## src/rtl/spi_reg_ctrl.sv

```systemverilog
// Transaction controller between a byte-level SPI slave and the register bus.
// Optional build macro SPI_REG_CTRL_AUTOINC_EN: burst address auto-increments per data byte.
//
// state  | meaning
// -------+--------------------------------------------------------------
// IDLE   | no frame active, rx bytes ignored
// CMD    | status byte loaded, waiting for the command byte
// WR     | write burst, one reg_we per received data byte
// RD_REQ | issue reg_re for the current burst address
// RD_LD  | capture read data into tx, then wait for the byte to clock out
// DONE   | frame ended, one cycle before returning to IDLE
module spi_reg_ctrl #(
   parameter int ADDR_W    = 7,
   parameter int DATA_W    = 8,
   parameter int MAX_BURST = 16
) (
   input  logic              clk,
   input  logic              rst,
   input  logic              msg_start,
   input  logic              msg_end,
   input  logic              rx_valid,
   input  logic [DATA_W-1:0] rx_data,
   output logic [DATA_W-1:0] tx_data,
   output logic              tx_load,
   output logic [ADDR_W-1:0] reg_addr,
   output logic [DATA_W-1:0] reg_wdata,
   output logic              reg_we,
   output logic              reg_re,
   input  logic [DATA_W-1:0] reg_rdata,
   output logic              busy,
   output logic              err_ovr
);

   localparam int BCNT_W = $clog2(MAX_BURST + 1);
   localparam logic [BCNT_W-1:0] BMAX = BCNT_W'(MAX_BURST);

   typedef enum logic [2:0] {IDLE, CMD, WR, RD_REQ, RD_LD, DONE} state_t;

   state_t              state, state_nxt;
   logic [ADDR_W-1:0]   addr, addr_nxt, addr_adv;
   logic [BCNT_W-1:0]   bytes, bytes_nxt, bytes_inc;
   logic                loaded, loaded_nxt;
   logic                err_nxt;
   // Only the low nibble of the frame counter is ever visible, and an 8-bit
   // counter wraps onto the same nibble sequence.
   logic [3:0]          msg_cnt, cnt_nxt;
   logic [DATA_W-1:0]   tx_data_nxt, wdata_nxt;
   logic [ADDR_W-1:0]   reg_addr_nxt;
   logic                tx_load_nxt, we_nxt, re_nxt;

`ifdef SPI_REG_CTRL_AUTOINC_EN
   assign addr_adv = addr + ADDR_W'(1);
`else
   assign addr_adv = addr;
`endif

   assign bytes_inc = bytes + BCNT_W'(1);
   assign busy      = (state != IDLE);

   always_comb begin
      state_nxt    = state;
      addr_nxt     = addr;
      bytes_nxt    = bytes;
      loaded_nxt   = loaded;
      err_nxt      = err_ovr;
      cnt_nxt      = msg_cnt;
      tx_data_nxt  = tx_data;
      tx_load_nxt  = 1'b0;
      we_nxt       = 1'b0;
      re_nxt       = 1'b0;
      reg_addr_nxt = reg_addr;
      wdata_nxt    = reg_wdata;

      if (msg_start) begin
         // also the abort path: any in-flight byte this cycle is dropped
         state_nxt   = CMD;
         tx_data_nxt = {msg_cnt, 3'b000, err_ovr};
         tx_load_nxt = 1'b1;
         cnt_nxt     = msg_cnt + 4'd1;
         err_nxt     = 1'b0;
         bytes_nxt   = '0;
         loaded_nxt  = 1'b0;
      end else if (msg_end && state != IDLE && state != DONE) begin
         state_nxt   = DONE;
         tx_data_nxt = '0;
      end else begin
         case (state)
            IDLE: ;
            CMD: begin
               if (rx_valid) begin
                  addr_nxt  = rx_data[ADDR_W-1:0];
                  bytes_nxt = '0;
                  state_nxt = rx_data[DATA_W-1] ? RD_REQ : WR;
               end
            end
            WR: begin
               if (rx_valid) begin
                  tx_load_nxt = 1'b1;
                  if (bytes == BMAX) begin
                     err_nxt     = 1'b1;
                     tx_data_nxt = '1;
                  end else begin
                     we_nxt       = 1'b1;
                     reg_addr_nxt = addr;
                     wdata_nxt    = rx_data;
                     tx_data_nxt  = '0;
                     bytes_nxt    = bytes_inc;
                     addr_nxt     = addr_adv;
                  end
               end
            end
            RD_REQ: begin
               re_nxt       = 1'b1;
               reg_addr_nxt = addr;
               loaded_nxt   = 1'b0;
               state_nxt    = RD_LD;
            end
            RD_LD: begin
               // reg_re is high during the first RD_LD cycle; capture at its end
               if (!loaded) begin
                  tx_data_nxt = reg_rdata;
                  tx_load_nxt = 1'b1;
                  loaded_nxt  = 1'b1;
               end else if (rx_valid) begin
                  if (bytes == BMAX) begin
                     err_nxt     = 1'b1;
                     tx_data_nxt = '1;
                     tx_load_nxt = 1'b1;
                  end else begin
                     bytes_nxt = bytes_inc;
                     addr_nxt  = addr_adv;
                     if (bytes_inc != BMAX)
                        state_nxt = RD_REQ;
                  end
               end
            end
            DONE: state_nxt = IDLE;
            default: state_nxt = IDLE;
         endcase
      end
   end

   always_ff @(posedge clk) begin
      if (rst) begin
         state     <= IDLE;
         addr      <= '0;
         bytes     <= '0;
         loaded    <= 1'b0;
         err_ovr   <= 1'b0;
         msg_cnt   <= '0;
         tx_data   <= '0;
         tx_load   <= 1'b0;
         reg_we    <= 1'b0;
         reg_re    <= 1'b0;
         reg_addr  <= '0;
         reg_wdata <= '0;
      end else begin
         state     <= state_nxt;
         addr      <= addr_nxt;
         bytes     <= bytes_nxt;
         loaded    <= loaded_nxt;
         err_ovr   <= err_nxt;
         msg_cnt   <= cnt_nxt;
         tx_data   <= tx_data_nxt;
         tx_load   <= tx_load_nxt;
         reg_we    <= we_nxt;
         reg_re    <= re_nxt;
         reg_addr  <= reg_addr_nxt;
         reg_wdata <= wdata_nxt;
      end
   end

endmodule

```

## config.mk

```make
export PLATFORM = sky130hd
export DESIGN_NAME = spi_reg_ctrl
export DESIGN_NICKNAME = d
export VERILOG_FILES = /design/src/rtl/spi_reg_ctrl.sv
export SDC_FILE = /design/constraint.sdc
export NUM_CORES = 1
export LEC_CHECK = 0
export ABC_AREA = 1
export CAP_MARGIN = 20
export CORE_ASPECT_RATIO = 1.5
export CORE_MARGIN = 2
export CORE_UTILIZATION = 35
export CTS_CLUSTER_DIAMETER = 40
export DETAILED_ROUTE_END_ITERATION = 10
export PLACE_DENSITY = 0.57
export SKIP_CTS_REPAIR_TIMING = 1
export SLEW_MARGIN = 5
export SYNTH_ARGS = -nofsm -noshare
export SYNTH_HDL_FRONTEND = slang
export SYNTH_SLANG_ARGS = --single-unit
```

## constraint.sdc

```tcl
create_clock -name clk -period 3.65 [get_ports clk]
set_input_delay 0.73 -clock clk [delete_from_list [all_inputs] [get_ports clk]]
set_output_delay 0.73 -clock clk [all_outputs]
set_load 0.02 [all_outputs]
```

==> metrics.txt, run 1 <==
Slew @ Worst Pin 821 ps; # clock sinks 47; I/O pin count 49; Synth cell types 24; Hold WC Path Type flip-flop to flip-flop; Worst path depth 3; Static Leak 1.21 nW; crit start category flip-flop; Synth Cell Area 0.00220 sq mm; count of state elements after synthesis 47; crit path DAT 1550 ps; Synth top area share 0.428; worst reg2reg path startpoint bytes[0]$_SDFFE_PP0P_; Final Max Tran Viols 0; CP delay by family, top buffers and inverters; TritonCTS Buffers 5; layout cell share with drive strength beyond 1 0.0663; number of flops mapped to enable cells by yosys 0; initial antenna violation count 0; CTS tree built; relative slew slack 0.452; Clk Latency, worst-skew pair 300 ps; Setup crit end kind output pin; number of port buffers 48; Hold Path Stages 1; Ys Warns 0; fmax 439 MHz; critical path type flip-flop to output pin; mean post-synth cell area 6.75 sq um; Place WS 1250 ps; P per Cell Area 388 mW/mm^2; status finished, final reports clean; DPL Wire Length 4.15 mm; Die Y 101 microns; Final ANT Viol Nets 0; async set-or-reset flop fraction in the synthesized netlist 0; Setup Viol. Count Final 0; fin cells 451; n_diodes 0; drt drc 0; H-tree Lvls 2; most frequent cell after synthesis nor2_1; Initial DRC Count 69; die area 0.00695 sq mm; period utilization 0.624; Worst R2R Path Depth 10; GRT Total Usage 0.163; Final GP Congestion 0.805; DR vias 2108; cell count after synthesis 326; Core ar. 0.00613 sq mm; flop-to-flop setup slack 1780 ps; synth cell count leaders 79 x nor2_1, 63 x nand2_1, 47 x dfxtp_1; RSZ-0062 raised after global routing no; post-route core utilization 0.465; CP max stage delay 610 ps; Yosys top cell by area dfxtp_1; Final Routed Wirelength 5.30 mm; Reg clk slew, reported paths 90 ps; Wirelength per Cell 11.7 microns; CP required 2920 ps; hold path start msg_cnt[3]$_SDFFE_PP0P_; number of global-route vias before repair 1938; final worst slack 1370 ps; clk_skew 10.0 ps; largest cells by area after synthesis dfxtp_1 43%, nor2_1 13%, nand2_1 11%; VDD IR-drop max 0.166 mV; Fin. Hold Viols 0; largest net degree at the start of global routing 33; vias per cell 4.67; crit path time final 2280 ps; Clock Tree Root clkbuf_8; Die X 68.7 microns; Syn Nets 351; most used flip-flop cell after synthesis dfxtp_1; CTS max path bufs 2; nets 401; r2r endpoint reg_wdata[3]$_SDFFE_PP0P_; Worst Hold Endpoint msg_cnt[3]$_SDFFE_PP0P_; DRT Pass-1 Iters 4; sequential fraction of the synthesis area 0.428; total grt overflow 0; initial core utilization 0.359; crit-path cells nor2_2 > nand2_1 > clkdlybuf4s50_1; placed cell count 443; num rows 35; Crit-path slowest cell clkdlybuf4s50_1; Max Cap Viol 0; Worst Path Buf+Inv 1; first-pass GRT wire length 8.72 mm; setup TNS 0 ps; Crit Path Max Fanout 6; Layout area overhead 29.5%
-- cell families (layout without fill, tap and decap cells) --
family | Yosys count | in the layout | synth area share
AND/OR/NAND/NOR | 181 | 181 | 0.354
AO/OA/AOI/OAI | 54 | 54 | 0.125
flip-flops | 47 | 47 | 0.428
buffers and inverters | 40 | 91 | 0.0711
adder cells (fa/ha/maj) | 4 | 4 | 0.0228
-- worst max path at each step --
| stage | startpoint | end | slack, ps |
|---|---|---|---|
| 5_1_grt | state[2]$_SDFFE_PP0P_ | busy | 1290 |
| 6_report | state[2]$_SDFFE_PP0P_ | busy | 1370 |
| 2_1_floorplan | msg_start | reg_addr[0]$_SDFFE_PP0P_ | 1920 |
| 3_3_place_gp | msg_start | reg_addr[2]$_SDFFE_PP0P_ | 1220 |
| 4_1_cts | state[2]$_SDFFE_PP0P_ | busy | 1360 |
| 3_5_place_dp | msg_start | reg_addr[1]$_SDFFE_PP0P_ | 1250 |
-- power breakdown --
part           total, W  switching [W]  internal [W]
logic          0.000222       0.000132     0.0000898
registers      0.000554      0.0000178      0.000536
clock network  0.000329       0.000174      0.000155
-- worst reg2reg max path: cells and delay by family, from the launching register on --
kind / cells / cell delay (ps)
adders and majority gates: 1 / 220
buffers and inverters: 3 / 240
DFF: 1 / 420
and+or+nand+nor: 6 / 900
-- state kept, by name, summed over array words and instances, names as in the netlist --
register and flops:
reg_re 1, tx_load 1, reg_addr 7, loaded 1
state 3, reg_wdata 8, bytes 5, msg_cnt 4
tx_data 8, reg_we 1, err_ovr 1, addr 7
-- layer usage --
layer | track usage | vias to the layer above | wire, microns
met2 | 0.297 | 36 | 2820
met4 | 0.0498 | 0 | 57
li1 | - | 1142 | -
met3 | 0.0302 | 4 | 156
met1 | 0.187 | 926 | 2260
met5 | 0 | - | 0
-- cells in the final DEF (no fill, tap or decap), drive strengths merged --
cell type / Yosys / layout
clkinvlp: 0 / 1
nor3: 1 / 1
nor2b: 1 / 1
inv: 35 / 35
nand3: 18 / 18
a31oi: 1 / 1
nor2: 82 / 82
o21ai: 44 / 44
a21oi: 8 / 8
o21bai: 1 / 1
dfxtp: 47 / 47
clkbuf: 3 / 6
nand2: 70 / 70
clkdlybuf4s50: 0 / 48
ha: 4 / 4
clkinv: 0 / 1
nand4: 9 / 9
-- per-stage QoR --
step           area, sq um  hold slack, ps  total power [W]
3_5_place_dp          2750             456         0.000789
6_report              2850             466          0.00110
2_1_floorplan         2200             422         0.000709
5_1_grt               2850             489          0.00117
4_1_cts               2850             471          0.00112
3_3_place_gp          2750             455         0.000788
-- cell type report --
class                      count  area (sq um)
multi-input combinational    239          1100
tap                           74          92.6
sequential                    47           941
timing repair buffer          48           480
clock buffer                   6          82.6
clock inverter                 2          16.3
fill                         665          3280
inverter                      35           134
No activity file was read; power rests on OpenSTA's default activity.
==> run 2, diff against run 1 <==
==> constraint.sdc (replaced) <==
create_clock -name clk -period 2.1 [get_ports clk]
set_input_delay 0.42 -clock clk [delete_from_list [all_inputs] [get_ports clk]]
set_output_delay 0.42 -clock clk [all_outputs]
set_load 0.02 [all_outputs]
==> metrics.txt, run 2 (same netlist as run 1, synthesis figures left out) <==
crit-path cells nor2_2 > nand2_1 > clkdlybuf4s50_1; drt drc 0; Top Usage Layer GRT met2; first-pass GRT wire length 9.05 mm; CP required 1680 ps; setup TNS 0 ps; Layout area overhead 32.9%; Worst Path Buf+Inv 1; registers with the most flip-flops reg_wdata (8), tx_data (8); Final Max Tran Viols 0; I/O pin count 49; Die X 68.7 microns; # clock sinks 47; TritonCTS Buffers 5; DR vias 2155; Static Leak 1.26 nW; Clk Latency, worst-skew pair 300 ps; CTS max path bufs 2; num rows 35; hold path start msg_cnt[3]$_SDFFE_PP0P_; met3 GRT Util 0.0358; period utilization 0.937; Critical path origin state[2]$_SDFFE_PP0P_; crit path DAT 1550 ps; worst reg2reg path startpoint bytes[0]$_SDFFE_PP0P_; Setup Viol. Count Final 0; Crit-path slowest cell clkdlybuf4s50_1; Fin. Hold Viols 0; largest net degree at the start of global routing 16; CP delay by family, top buffers and inverters; most common cell after layout, fill and taps aside nor2_1; met2 Resource Use GR 0.303; post-route core utilization 0.477; Crit Path Max Fanout 6; critical path type flip-flop to output pin; CP max stage delay 620 ps; total grt overflow 0; met1 usage 0.194; Setup crit end kind output pin; vias per cell 4.73; most frequent cells in the layout 79 x nor2_1, 63 x nand2_1, 48 x clkdlybuf4s50_1, 47 x dfxtp_1, 29 x inv_1; Final Routed Wirelength 5.51 mm; number of port buffers 48; nets 406; Final ANT Viol Nets 0; RSZ-0062 raised after global routing no; Slew @ Worst Pin 335 ps; Core ar. 0.00613 sq mm; Hold WC Path Type flip-flop to flip-flop; H-tree Lvls 2; Final GP Congestion 0.916; crit start category flip-flop; GRT Total Usage 0.172; relative slew slack 0.777; DRT Pass-1 Iters 4; Max Cap Viol 0; crit path time final 1970 ps; fmax 508 MHz; status finished, final reports clean; layout cell share with drive strength beyond 1 0.0785; clk_skew 7.53 ps; DPL Wire Length 4.32 mm; initial core utilization 0.359; initial antenna violation count 0; Initial DRC Count 140; CTS tree built; n_diodes 0; Reg clk slew, reported paths 90 ps; P per Cell Area 736 mW/mm^2; die area 0.00695 sq mm; WHS 457 ps; Die Y 101 microns; number of global-route vias before repair 2069; Wirelength per Cell 12.1 microns; Clock Tree Root clkbuf_8; VDD IR-drop max 0.567 mV
run 2: cell types whose count changed in the layout (fill, tap and decap cells not counted):
cell       before  now
buf_4           0    5
clkbuf_8        6    5
bufinv_16       0    2
clkinv_4        1    0
run 2: path summary, 6_finish.rpt:
check	depth (start not counted)	slack, ps	to
worst max register to register	10	250	reg_wdata[4]$_SDFFE_PP0P_
worst max-delay path	3	130	busy
worst min register to register	1	460	msg_cnt[3]$_SDFFE_PP0P_
worst min-delay path	1	460	msg_cnt[3]$_SDFFE_PP0P_
run 2: report_power, final:
group	switching, W	internal [W]
sequential	0.0000317	0.000932
clock	0.000314	0.000475
combinational	0.000234	0.000165
total	0.000580	0.00157
run 2: final cells by class:
type                            count  area (sq um)
Clock inverter                      3          67.6
Timing Repair Buffer               53           518
Tap cell                           74          92.6
Inverter                           35           134
Fill cell                         651          3210
Clock buffer                        5          68.8
Sequential cell                    47           941
Multi-Input combinational cell    239          1100
run 2: per-layer routing:
layer | routed length [microns] | vias up | part of all wire
li1 | - | 1156 | -
met5 | 0 | - | 0
met4 | 127 | 0 | 0.023
met1 | 2290 | 946 | 0.42
met2 | 2910 | 41 | 0.53
met3 | 184 | 12 | 0.033
run 2: per-stage QoR:
| step | cells | instance area (sq um) | setup WS, ps | total power, W |
|---|---|---|---|---|
| 2_1_floorplan | 326 | 2200 | 597 | 0.00123 |
| 3_3_place_gp | 448 | 2790 | 205 | 0.00138 |
| 3_5_place_dp | 448 | 2790 | 182 | 0.00139 |
| 4_1_cts | 456 | 2920 | 124 | 0.00217 |
| 5_1_grt | 456 | 2920 | 9.40 | 0.00226 |
| 6_report | 456 | 2920 | 133 | 0.00215 |
